**config.mk**
```make
export PLATFORM = sky130hd
export DESIGN_NAME = mpf_uart_hex_loader_flat
export DESIGN_NICKNAME = d
export VERILOG_FILES = /design/src/rtl/mpf_uart_hex_loader_if.sv /design/src/rtl/mpf_uart_hex_loader.sv /design/src/flat_wrapper.sv
export SDC_FILE = /design/constraint.sdc
export NUM_CORES = 1
export LEC_CHECK = 0
export ABC_CLOCK_PERIOD_IN_PS = 4050
export CAP_MARGIN = 10
export CORE_MARGIN = 2
export CORE_UTILIZATION = 25
export CTS_CLUSTER_SIZE = 40
export DETAILED_ROUTE_END_ITERATION = 16
export GPL_TIMING_DRIVEN = 0
export PLACE_DENSITY = 0.48
export SETUP_SLACK_MARGIN = 0.3
export SLEW_MARGIN = 25
export SYNTH_ARGS = -nofsm -noshare
export SYNTH_HDL_FRONTEND = slang
export SYNTH_SLANG_ARGS = --single-unit
```
**constraint.sdc**
```tcl
create_clock -name clock -period 4.05 [get_ports clock]
set_clock_uncertainty 0.05 [all_clocks]
set_input_delay 0.6075 -clock clock [delete_from_list [all_inputs] [get_ports clock]]
set_output_delay 0.6075 -clock clock [all_outputs]
set_load 0.03 [all_outputs]
```
**src/rtl/mpf_uart_hex_loader_if.sv**
```systemverilog
// mpf_uart_hex_loader_if: byte stream from the UART receiver plus the 32-bit
// word write port of the hex loader.
//   byte_data/byte_ready            : received byte and its one-cycle strobe
//   write_valid/address/data/ready  : word write request handshake
// master = the loader, slave = the side that feeds bytes and accepts writes.
interface mpf_uart_hex_loader_if;
    logic [7:0]  byte_data;
    logic        byte_ready;
    logic        write_valid;
    logic [31:0] write_address;
    logic [31:0] write_data;
    logic        write_ready;

    modport master (
        input  byte_data,
        input  byte_ready,
        input  write_ready,
        output write_valid,
        output write_address,
        output write_data
    );

    modport slave (
        output byte_data,
        output byte_ready,
        output write_ready,
        input  write_valid,
        input  write_address,
        input  write_data
    );
endinterface

```
**src/rtl/mpf_uart_hex_loader.sv**
```systemverilog
// mpf_uart_hex_loader: parses a readmemh-style ASCII stream ("@addr" tokens,
// hex data tokens, whitespace, "//" comments) arriving from a UART byte
// receiver and turns each data token into a 32-bit word write request.
// A load session is active from the first byte until timeout_cycles idle
// clocks have elapsed without a byte.
//   clock, reset   : system clock, synchronous active-high reset
//   bus            : byte input stream and word write handshake
//   in_progress    : load session active
//   word_count     : words committed in the current session
//   format_error   : sticky, a syntax error was seen
//   overrun_error  : sticky, a word was dropped behind an unaccepted request
module mpf_uart_hex_loader #(
    parameter int unsigned timeout_cycles = 2500000,
    parameter int unsigned timeout_width  = 32
) (
    input  logic                  clock,
    input  logic                  reset,
    mpf_uart_hex_loader_if.master bus,
    output logic                  in_progress,
    output logic [31:0]           word_count,
    output logic                  format_error,
    output logic                  overrun_error
);

    localparam int unsigned DATA_W  = 32;
    localparam int unsigned WADDR_W = 30;
    localparam int unsigned CNT_W   = 4;
    localparam int unsigned MAX_DIG = 8;

    localparam logic [2:0] ST_SEP     = 3'd0;
    localparam logic [2:0] ST_DATA    = 3'd1;
    localparam logic [2:0] ST_ADDR    = 3'd2;
    localparam logic [2:0] ST_SLASH   = 3'd3;
    localparam logic [2:0] ST_COMMENT = 3'd4;
    localparam logic [2:0] ST_SKIP    = 3'd5;

    localparam logic [timeout_width-1:0] IDLE_RELOAD = timeout_width'(timeout_cycles);
    localparam logic [timeout_width-1:0] IDLE_ONE    = timeout_width'(1);

    // Registered state
    logic [2:0]               r_state;
    logic [DATA_W-1:0]        r_acc;
    logic [CNT_W-1:0]         r_cnt;
    logic [WADDR_W-1:0]       r_word_addr;
    logic [timeout_width-1:0] r_idle;
    logic                     r_in_progress;
    logic [31:0]              r_word_count;
    logic                     r_format_error;
    logic                     r_overrun_error;
    logic                     r_write_valid;
    logic [31:0]              r_write_address;
    logic [DATA_W-1:0]        r_write_data;

    // Next-state values
    logic [2:0]               w_state_nxt;
    logic [DATA_W-1:0]        w_acc_nxt;
    logic [CNT_W-1:0]         w_cnt_nxt;
    logic [WADDR_W-1:0]       w_word_addr_nxt;
    logic [timeout_width-1:0] w_idle_nxt;
    logic                     w_in_progress_nxt;
    logic [31:0]              w_word_count_nxt;
    logic                     w_format_error_nxt;
    logic                     w_overrun_error_nxt;
    logic                     w_write_valid_nxt;
    logic [31:0]              w_write_address_nxt;
    logic [DATA_W-1:0]        w_write_data_nxt;

    // Character classification of the incoming byte
    logic              w_is_hex;
    logic              w_is_ws;
    logic              w_is_at;
    logic              w_is_slash;
    logic              w_is_lf;
    logic [3:0]        w_digit;
    logic [DATA_W-1:0] w_acc_shift;
    logic              w_acc_room;
    logic              w_timeout;
    logic              w_commit;
    logic              w_error;
    logic [31:0]       w_count_base;

    function automatic logic [3:0] hex_val(input logic [7:0] c);
        logic [3:0] v;
        v = 4'd0;
        if (c >= 8'h30 && c <= 8'h39) begin
            v = 4'(c - 8'h30);
        end else if (c >= 8'h41 && c <= 8'h46) begin
            v = 4'(c - 8'h37);
        end else if (c >= 8'h61 && c <= 8'h66) begin
            v = 4'(c - 8'h57);
        end
        return v;
    endfunction

    assign w_is_hex    = (bus.byte_data >= 8'h30 && bus.byte_data <= 8'h39) ||
                         (bus.byte_data >= 8'h41 && bus.byte_data <= 8'h46) ||
                         (bus.byte_data >= 8'h61 && bus.byte_data <= 8'h66);
    assign w_is_ws     = (bus.byte_data == 8'h20) || (bus.byte_data == 8'h09) ||
                         (bus.byte_data == 8'h0D) || (bus.byte_data == 8'h0A);
    assign w_is_at     = (bus.byte_data == 8'h40);
    assign w_is_slash  = (bus.byte_data == 8'h2F);
    assign w_is_lf     = (bus.byte_data == 8'h0A);
    assign w_digit     = hex_val(bus.byte_data);
    assign w_acc_shift = {r_acc[DATA_W-5:0], w_digit};
    assign w_acc_room  = (r_cnt < CNT_W'(MAX_DIG));

    // Session ends on the idle edge where the counter would reach zero
    assign w_timeout = r_in_progress && !bus.byte_ready && (r_idle <= IDLE_ONE);

    // First byte of a new session starts the word count afresh
    assign w_count_base = (bus.byte_ready && !r_in_progress) ? 32'd0 : r_word_count;

    // Parser, commit, handshake and session next-state logic
    always_comb begin
        w_state_nxt         = r_state;
        w_acc_nxt           = r_acc;
        w_cnt_nxt           = r_cnt;
        w_word_addr_nxt     = r_word_addr;
        w_idle_nxt          = r_idle;
        w_in_progress_nxt   = r_in_progress;
        w_word_count_nxt    = w_count_base;
        w_format_error_nxt  = r_format_error;
        w_overrun_error_nxt = r_overrun_error;
        w_write_valid_nxt   = r_write_valid;
        w_write_address_nxt = r_write_address;
        w_write_data_nxt    = r_write_data;
        w_commit            = 1'b0;
        w_error             = 1'b0;

        if (bus.byte_ready) begin
            case (r_state)
                ST_SEP: begin
                    if (w_is_ws) begin
                        w_state_nxt = ST_SEP;
                    end else if (w_is_hex) begin
                        w_state_nxt = ST_DATA;
                        w_acc_nxt   = DATA_W'(w_digit);
                        w_cnt_nxt   = CNT_W'(1);
                    end else if (w_is_at) begin
                        w_state_nxt = ST_ADDR;
                        w_acc_nxt   = '0;
                        w_cnt_nxt   = '0;
                    end else if (w_is_slash) begin
                        w_state_nxt = ST_SLASH;
                    end else begin
                        w_error = 1'b1;
                    end
                end
                ST_DATA: begin
                    if (w_is_hex) begin
                        if (w_acc_room) begin
                            w_acc_nxt = w_acc_shift;
                            w_cnt_nxt = r_cnt + CNT_W'(1);
                        end else begin
                            w_error = 1'b1;
                        end
                    end else if (w_is_ws) begin
                        w_commit    = 1'b1;
                        w_state_nxt = ST_SEP;
                    end else if (w_is_slash) begin
                        w_commit    = 1'b1;
                        w_state_nxt = ST_SLASH;
                    end else begin
                        w_error = 1'b1;
                    end
                end
                ST_ADDR: begin
                    if (w_is_hex) begin
                        if (w_acc_room) begin
                            w_acc_nxt = w_acc_shift;
                            w_cnt_nxt = r_cnt + CNT_W'(1);
                        end else begin
                            w_error = 1'b1;
                        end
                    end else if (w_is_ws && (r_cnt != '0)) begin
                        w_word_addr_nxt = r_acc[WADDR_W-1:0];
                        w_state_nxt     = ST_SEP;
                    end else begin
                        w_error = 1'b1;
                    end
                end
                ST_SLASH: begin
                    if (w_is_slash) begin
                        w_state_nxt = ST_COMMENT;
                    end else begin
                        w_error = 1'b1;
                    end
                end
                ST_COMMENT: begin
                    if (w_is_lf) begin
                        w_state_nxt = ST_SEP;
                    end
                end
                ST_SKIP: begin
                    if (w_is_ws) begin
                        w_state_nxt = ST_SEP;
                    end
                end
                default: begin
                    w_state_nxt = ST_SEP;
                end
            endcase
        end else if (w_timeout) begin
            // Unterminated data token is flushed; partial address/slash is dropped
            if ((r_state == ST_DATA) && (r_cnt != '0)) begin
                w_commit = 1'b1;
            end
            w_state_nxt = ST_SEP;
        end

        if (w_error) begin
            w_format_error_nxt = 1'b1;
            w_state_nxt        = ST_SKIP;
        end

        // Accepted request retires unless replaced by a commit below
        if (r_write_valid && bus.write_ready) begin
            w_write_valid_nxt = 1'b0;
        end

        if (w_commit) begin
            if (!r_write_valid || bus.write_ready) begin
                w_write_valid_nxt   = 1'b1;
                w_write_address_nxt = {r_word_addr, 2'b00};
                w_write_data_nxt    = r_acc;
                w_word_count_nxt    = w_count_base + 32'd1;
            end else begin
                w_overrun_error_nxt = 1'b1;
            end
            w_word_addr_nxt = r_word_addr + WADDR_W'(1);
        end

        // Idle counter and session flag
        if (bus.byte_ready) begin
            w_idle_nxt        = IDLE_RELOAD;
            w_in_progress_nxt = 1'b1;
        end else if (r_in_progress) begin
            if (w_timeout) begin
                w_idle_nxt        = '0;
                w_in_progress_nxt = 1'b0;
            end else begin
                w_idle_nxt = r_idle - IDLE_ONE;
            end
        end
    end

    // State register
    always_ff @(posedge clock) begin
        if (reset) begin
            r_state         <= ST_SEP;
            r_acc           <= '0;
            r_cnt           <= '0;
            r_word_addr     <= '0;
            r_idle          <= '0;
            r_in_progress   <= 1'b0;
            r_word_count    <= '0;
            r_format_error  <= 1'b0;
            r_overrun_error <= 1'b0;
            r_write_valid   <= 1'b0;
            r_write_address <= '0;
            r_write_data    <= '0;
        end else begin
            r_state         <= w_state_nxt;
            r_acc           <= w_acc_nxt;
            r_cnt           <= w_cnt_nxt;
            r_word_addr     <= w_word_addr_nxt;
            r_idle          <= w_idle_nxt;
            r_in_progress   <= w_in_progress_nxt;
            r_word_count    <= w_word_count_nxt;
            r_format_error  <= w_format_error_nxt;
            r_overrun_error <= w_overrun_error_nxt;
            r_write_valid   <= w_write_valid_nxt;
            r_write_address <= w_write_address_nxt;
            r_write_data    <= w_write_data_nxt;
        end
    end

    assign bus.write_valid   = r_write_valid;
    assign bus.write_address = r_write_address;
    assign bus.write_data    = r_write_data;
    assign in_progress       = r_in_progress;
    assign word_count        = r_word_count;
    assign format_error      = r_format_error;
    assign overrun_error     = r_overrun_error;

endmodule

```
**src/flat_wrapper.sv**
```systemverilog
// flat-port wrapper written by rule: the top's interface ports become plain ports
module mpf_uart_hex_loader_flat 
#(
    parameter int unsigned timeout_cycles = 2500000,
    parameter int unsigned timeout_width  = 32
)
  (clock, reset, in_progress, word_count, format_error, overrun_error, bus_byte_data, bus_byte_ready, bus_write_ready, bus_write_valid, bus_write_address, bus_write_data);
  mpf_uart_hex_loader_if bus_i ();
  input  logic clock;
  input  logic reset;
  output logic in_progress;
  output logic [31:0] word_count;
  output logic format_error;
  output logic overrun_error;
  input wire logic [$bits(bus_i.byte_data)-1:0] bus_byte_data;
  input wire logic [$bits(bus_i.byte_ready)-1:0] bus_byte_ready;
  input wire logic [$bits(bus_i.write_ready)-1:0] bus_write_ready;
  output wire logic [$bits(bus_i.write_valid)-1:0] bus_write_valid;
  output wire logic [$bits(bus_i.write_address)-1:0] bus_write_address;
  output wire logic [$bits(bus_i.write_data)-1:0] bus_write_data;
  assign bus_i.byte_data = bus_byte_data;
  assign bus_i.byte_ready = bus_byte_ready;
  assign bus_i.write_ready = bus_write_ready;
  assign bus_write_valid = bus_i.write_valid;
  assign bus_write_address = bus_i.write_address;
  assign bus_write_data = bus_i.write_data;
  mpf_uart_hex_loader #(.timeout_cycles(timeout_cycles), .timeout_width(timeout_width)) u_core (.clock(clock), .reset(reset), .bus(bus_i), .in_progress(in_progress), .word_count(word_count), .format_error(format_error), .overrun_error(overrun_error));
endmodule
```
==> results of run 1 <==
[worst max path at each step]
stage | from | endpoint | slack [ns] | cells past startpoint
finish | bus_byte_data[1] | u_core.r_acc[28] | 0.65 | 12
global route | bus_byte_data[0] | u_core.r_acc[27] | 0.32 | 12
global placement | bus_byte_data[0] | u_core.r_word_addr[6] | 0.001 | 11
floorplan | bus_byte_data[0] | u_core.r_word_addr[11] | 1.29 | 11
CTS | bus_byte_data[0] | u_core.word_count[9] | 0.44 | 11
detailed placement | bus_byte_data[0] | u_core.r_word_addr[6] | -0.009 | 11
[registers in the layout, indices dropped and copies added (netlist names)]
signal / count
u_core.r_state: 3
u_core.bus.write_valid: 1
u_core.word_count: 32
u_core.bus.write_data: 32
u_core.format_error: 1
u_core.in_progress: 1
u_core.r_acc: 32
u_core.r_cnt: 4
u_core.bus.write_address: 30
u_core.r_word_addr: 30
u_core.overrun_error: 1
u_core.r_idle: 32
[cell families after synthesis]
logic type,count (synthesis)
AOI/OAI and AO/OA,277
xor gates and xnor gates,47
adders and majority gates,11
buffers and inverters,104
DFF,199
muxes,6
other,1
and+or+nand+nor,580
[stage by stage]
stage / setup TNS (ns) / instance area [um^2] / worst slack (ns) / hold WS (ns) / std cells
floorplan: 0 / 9490 / 1.29 / 0.378 / 1226
global placement: 0 / 11200 / 0.00134 / 0.390 / 1842
detailed placement: -0.00916 / 11200 / -0.00916 / 0.396 / 1842
CTS: 0 / 11700 / 0.443 / 0.406 / 1873
global route: 0 / 11800 / 0.323 / 0.416 / 1876
finish: 0 / 11800 / 0.650 / 0.402 / 1876
[final cells by class]
cell class	count	area, um^2	area share
plain buffers	84	377	0.0321
clock buffers	20	457	0.0389
clock inverters	11	93.8	0.00799
inverters	20	75.1	0.00639
multi-input cells	923	5050	0.430
flip-flops and latches	199	3980	0.339
well taps	511	639	0.0544
repair buffers	108	1070	0.0914
[synth_stat cells, types with 12 or more instances]
| library cell | count |
|---|---|
| a21oi_1 | 160 |
| and2_1 | 30 |
| buf_2 | 18 |
| clkbuf_1 | 55 |
| dfxtp_1 | 199 |
| inv_1 | 20 |
| nand2_1 | 227 |
| nand2b_1 | 12 |
| nand3_1 | 58 |
| nand4_1 | 24 |
| nor2_1 | 87 |
| nor3_1 | 44 |
| nor4_1 | 16 |
| o21ai_0 | 62 |
| or3_1 | 16 |
| xnor2_1 | 34 |
| xor2_1 | 13 |
[worst register-to-register path: cells and delay by family (launching register included)]
kind | cells | cell delay [ns]
flip-flops | 1 | 0.36
adder cells (fa/ha/maj) | 1 | 0.20
buffers and inverters | 4 | 1.04
AO/OA/AOI/OAI | 2 | 0.58
AND/OR/NAND/NOR | 4 | 0.88
[power by group]
part | switching, mW | internal [mW]
combinational | 0.202 | 0.0908
clock | 0.815 | 0.832
sequential | 0.0158 | 1.97
[routing by layer]
metal | global-route usage | wire length (um)
met3 | 0.0215 | 1430
met2 | 0.239 | 13400
met4 | 0.0420 | 449
met1 | 0.223 | 15100
met5 | 0 | 0
[repair_timing]
| item | in CTS | in global routing |
|---|---|---|
| endpoints found under the setup margin | 0 | 23 |
| hold buffers | 0 | 0 |
| gates resized for setup | 0 | 2 |
| setup buffers | 0 | 3 |
==> results.toml, run 1 <==
[hold_path]
hp-start = "u_core.format_error"
whs_path_depth = 2
min_to = "u_core.format_error"
hp-class = "register to register"

[critical_path]
crit_fanout = 10
path_buf_inv = 4
crit_path_end_kind = "register"
worst_setup_path_start_kind = "primary input"
arrival_ns = 3.72
r2r-end = "u_core.word_count[28]"
r2r_slack_ns = 0.82
r2r_start = "u_core.in_progress"
reg2reg_depth = 11
slowest_stage = "o21ai_1"
critPathRequiredTime_ns = 4.37
critical_path.top_delay_family = "compound AO/OA/AOI/OAI gates"
cpPeakStageDelay_ns = 0.56
crit_chain = "clkdlybuf4s50_1 > inv_1 > ha_1 > o21bai_1 > a2111o_1 > o311ai_1 > buf_2 > o22a_1 > o21ai_1 > clkbuf_1 > nand2_1 > a21oi_1"
critical_path_class = "primary input to register"

[clock_tree]
cts_made_buffers = 17
root_buffer = "clkbuf_16"
clkTransAtPathRegs_ns = 0.08
insertion_delay_ns = 0.44
cts_num_sinks = 199
cts_max_path_buffers = 2
h-tree-depth = 4
cts_tree = "done"

[yosys]
postSynthAreaPerCell_um2 = 7.74
synth-seq-cells = 199
ys_seq_area_frac = 0.420
synthAdderAreaFrac = 0.0145
postSynthCellCount = 1225
muxShareOfSynthArea = 0.00633
synth_top_family_by_area = "simple AND/OR/NAND/NOR gates"
yosysWarnings = 0
yosysTopAreaCell = "dfxtp_1"
synth_cell_types = 72
synth_simple_gate_area_frac = 0.302
synth_compound_area_frac = 0.166
synth_ff_type = "dfxtp_1"
synth_edf_count = 0
synthTopCellsByArea = "dfxtp_1, nand2_1, a21oi_1"
async_flop_share = 0
synth_xor_area_frac = 0.0434
synth_top_area_frac = 0.420
synthesis.area_mm2 = 0.00948

[routing]
drc = 0
first_iter_violations = 676
num_vias = 9003
avgRoutedWirePerCell_um = 16.2
via_per_inst = 4.80
drtAntennaViolNets = 0
dr.pass1.iters = 5
wirelength_mm = 30.4

[floorplanning]
io_pins = 112
die_h_um = 199
fp-row-count = 71
die_x_um = 199
die-area_mm2 = 0.0395
design.core.area_mm2 = 0.0375
start_util = 0.253

[grt]
grt_pass1_vias = 8348
antenna_found_initial = 0
grt_pass1_wl_mm = 47.4
grt_usage = 0.154
grt_max_degree = 18
gr-total-overflow = 0

[final_layout]
final_common_cell = "nand2_1"
fin_util = 0.313
layout_common_cells = "nand2_1, dfxtp_1, a21oi_1"
antennaDiodeCount = 0
syn_to_final_growth_pct = 23.9
drive_above_1_share = 0.0615
fillers = 4114
layout.nets = 1376

[sta]
drv_slew = 0
rsz0062_at_grt = "no"
period_needed_ns = 3.40
hold_viol_final = 0
final.period_utilization = 0.840
setup-violations-final = 0
slew_headroom = 0.429
worst_slew_pin_slew_ns = 0.850
fmax_mhz = 294

[pwr]
leakage_nw = 3.67
ir_drop_mv = 0.252
total_power_mw = 3.93
powerDensity_mw_per_mm2 = 334

[placement]
dpl.hpwl_mm = 22.6
finalWeightedCongestion = 0.830
io_buffers = 105

[run]
maxCapViolCount = 0

[status]
outcome = "completed"
No activity file was read; power rests on OpenSTA's default activity.
==> run 2, diff against run 1 <==
--- a/config.mk
+++ b/config.mk
@@ -5,7 +5,7 @@
 export SDC_FILE = /design/constraint.sdc
 export NUM_CORES = 1
 export LEC_CHECK = 0
-export ABC_CLOCK_PERIOD_IN_PS = 4050
+export ABC_CLOCK_PERIOD_IN_PS = 3500
 export CAP_MARGIN = 10
 export CORE_MARGIN = 2
 export CORE_UTILIZATION = 25
==> constraint.sdc (replaced) <==
create_clock -name clock -period 3.5 [get_ports clock]
set_clock_uncertainty 0.05 [all_clocks]
set_input_delay 0.525 -clock clock [delete_from_list [all_inputs] [get_ports clock]]
set_output_delay 0.525 -clock clock [all_outputs]
set_load 0.03 [all_outputs]
==> results.toml, run 2 (synthesis results as in run 1) <==
[sta]
rsz0062_at_grt = "yes"
holdWs_ns = 0.402
hold_viol_final = 0
worst_slew_pin_slew_ns = 0.854
drv_slew = 0
fin_setup_tns_ns = 0
fmax_mhz = 327
setup-violations-final = 0
final.period_utilization = 0.875
period_needed_ns = 3.06
slew_headroom = 0.426

[routing]
drtAntennaViolNets = 0
drc = 0
avgRoutedWirePerCell_um = 16.2
dr.pass1.iters = 5
num_vias = 9007
via_per_inst = 4.79
first_iter_violations = 673
wirelength_mm = 30.4

[final_layout]
drive_above_1_share = 0.0804
stdcell_count = 1879
antennaDiodeCount = 0
layout.nets = 1379
syn_to_final_growth_pct = 25.1
fin_util = 0.316
fin_area_mm2 = 0.0119
fillers = 4119
final_common_cell = "nand2_1"
layout_common_cells = "nand2_1, dfxtp_1, a21oi_1"

[placement]
place_inst = 1842
finalWeightedCongestion = 0.830
dpl.hpwl_mm = 22.6
io_buffers = 105
dpl_cell_area_mm2 = 0.0112

[status]
outcome = "completed"

[grt]
gr-total-overflow = 0
grt_usage = 0.154
grt_max_degree = 18
grt_pass1_vias = 8359
grt_pass1_wl_mm = 47.4
antenna_found_initial = 1

[pwr]
ir_drop_mv = 0.276
leakage_nw = 3.75
powerDensity_mw_per_mm2 = 383

[hold_path]
hp-start = "u_core.format_error"
hp-class = "register to register"

[clock_tree]
cts_tree = "done"
insertion_delay_ns = 0.44
cts_max_path_buffers = 2
clkTransAtPathRegs_ns = 0.07
h-tree-depth = 4
cts_num_sinks = 199
cts_made_buffers = 17
root_buffer = "clkbuf_16"

[floorplanning]
start_util = 0.253
die_h_um = 199
io_pins = 112
die-area_mm2 = 0.0395
design.core.area_mm2 = 0.0375
die_x_um = 199
fp-row-count = 71

[critical_path]
critical_path_class = "primary input to register"
startpoint = "bus_byte_data[1]"
worst_setup_path_start_kind = "primary input"
crit_fanout = 10
arrival_ns = 3.33
critPathRequiredTime_ns = 3.76
r2r_start = "u_core.in_progress"
crit_path_end_kind = "register"

[run]
maxCapViolCount = 0
[run 2: cell types whose count changed in the layout (fill, tap and decap cells not counted), sizes merged]
cell	delta
clkbuf	+3
[run 2: final cells by class]
cell class                 instances  area [um^2]  area share
sequential                       199         3980       0.336
clock inverter                    11         93.8     0.00791
tap                              511          639      0.0539
inverter                          20         75.1     0.00633
buffer                            84          414      0.0349
clock buffer                      20          457      0.0385
multi-input combinational        923         5090       0.429
timing repair buffer             111         1110      0.0935
[run 2: stage by stage]
step / power, mW / setup WS [ns]
floorplan: 2.58 / 0.818
global placement: 2.69 / -0.466
detailed placement: 2.69 / -0.477
CTS: 4.58 / 0.353
global route: 4.72 / 0.264
finish: 4.54 / 0.437
[run 2: power by group]
part / switching (mW) / leakage, nW / internal (mW)
combinational: 0.235 / 1.87 / 0.109
clock: 0.934 / 0.268 / 0.963
sequential: 0.0183 / 1.61 / 2.28
total: 1.19 / 3.75 / 3.35
[run 2: timing repair]
action / 4_1_cts / 5_1_grt
pin swaps: 1 / 0
buffers inserted: 1 / 5
hold buffers: 0 / 0
cloned: 0 / 0
endpoints found under the setup margin: 92 / 130
resized for setup: 5 / 43
[run 2: critical path: stages]
cell             delay [ns]
clkdlybuf4s50_1        0.47
inv_1                  0.16
ha_1                   0.16
nor3b_2                0.24
o21ai_1                0.18
a211o_1                0.38
a21boi_4               0.20
buf_12                 0.19
buf_4                  0.12
buf_6                  0.13
nor4_1                 0.35
xnor2_1                0.16
nor2_1                 0.05
[run 2: path summary, 6_finish.rpt]
check | slack, ns | endpoint | depth (start not counted)
min | 0.40 | u_core.format_error | 2
min reg2reg | 0.40 | u_core.format_error | 2
max reg2reg | 0.63 | u_core.r_word_addr[15] | 10
max | 0.44 | u_core.word_count[14] | 13
[run 2: metal layers]
layer / wire length (um) / GRT usage / up-vias
li1: - / - / 4549
met2: 13500 / 0.239 / 238
met3: 1470 / 0.0215 / 22
met1: 15000 / 0.222 / 4198
met4: 435 / 0.0420 / 0
met5: 0 / 0 / -
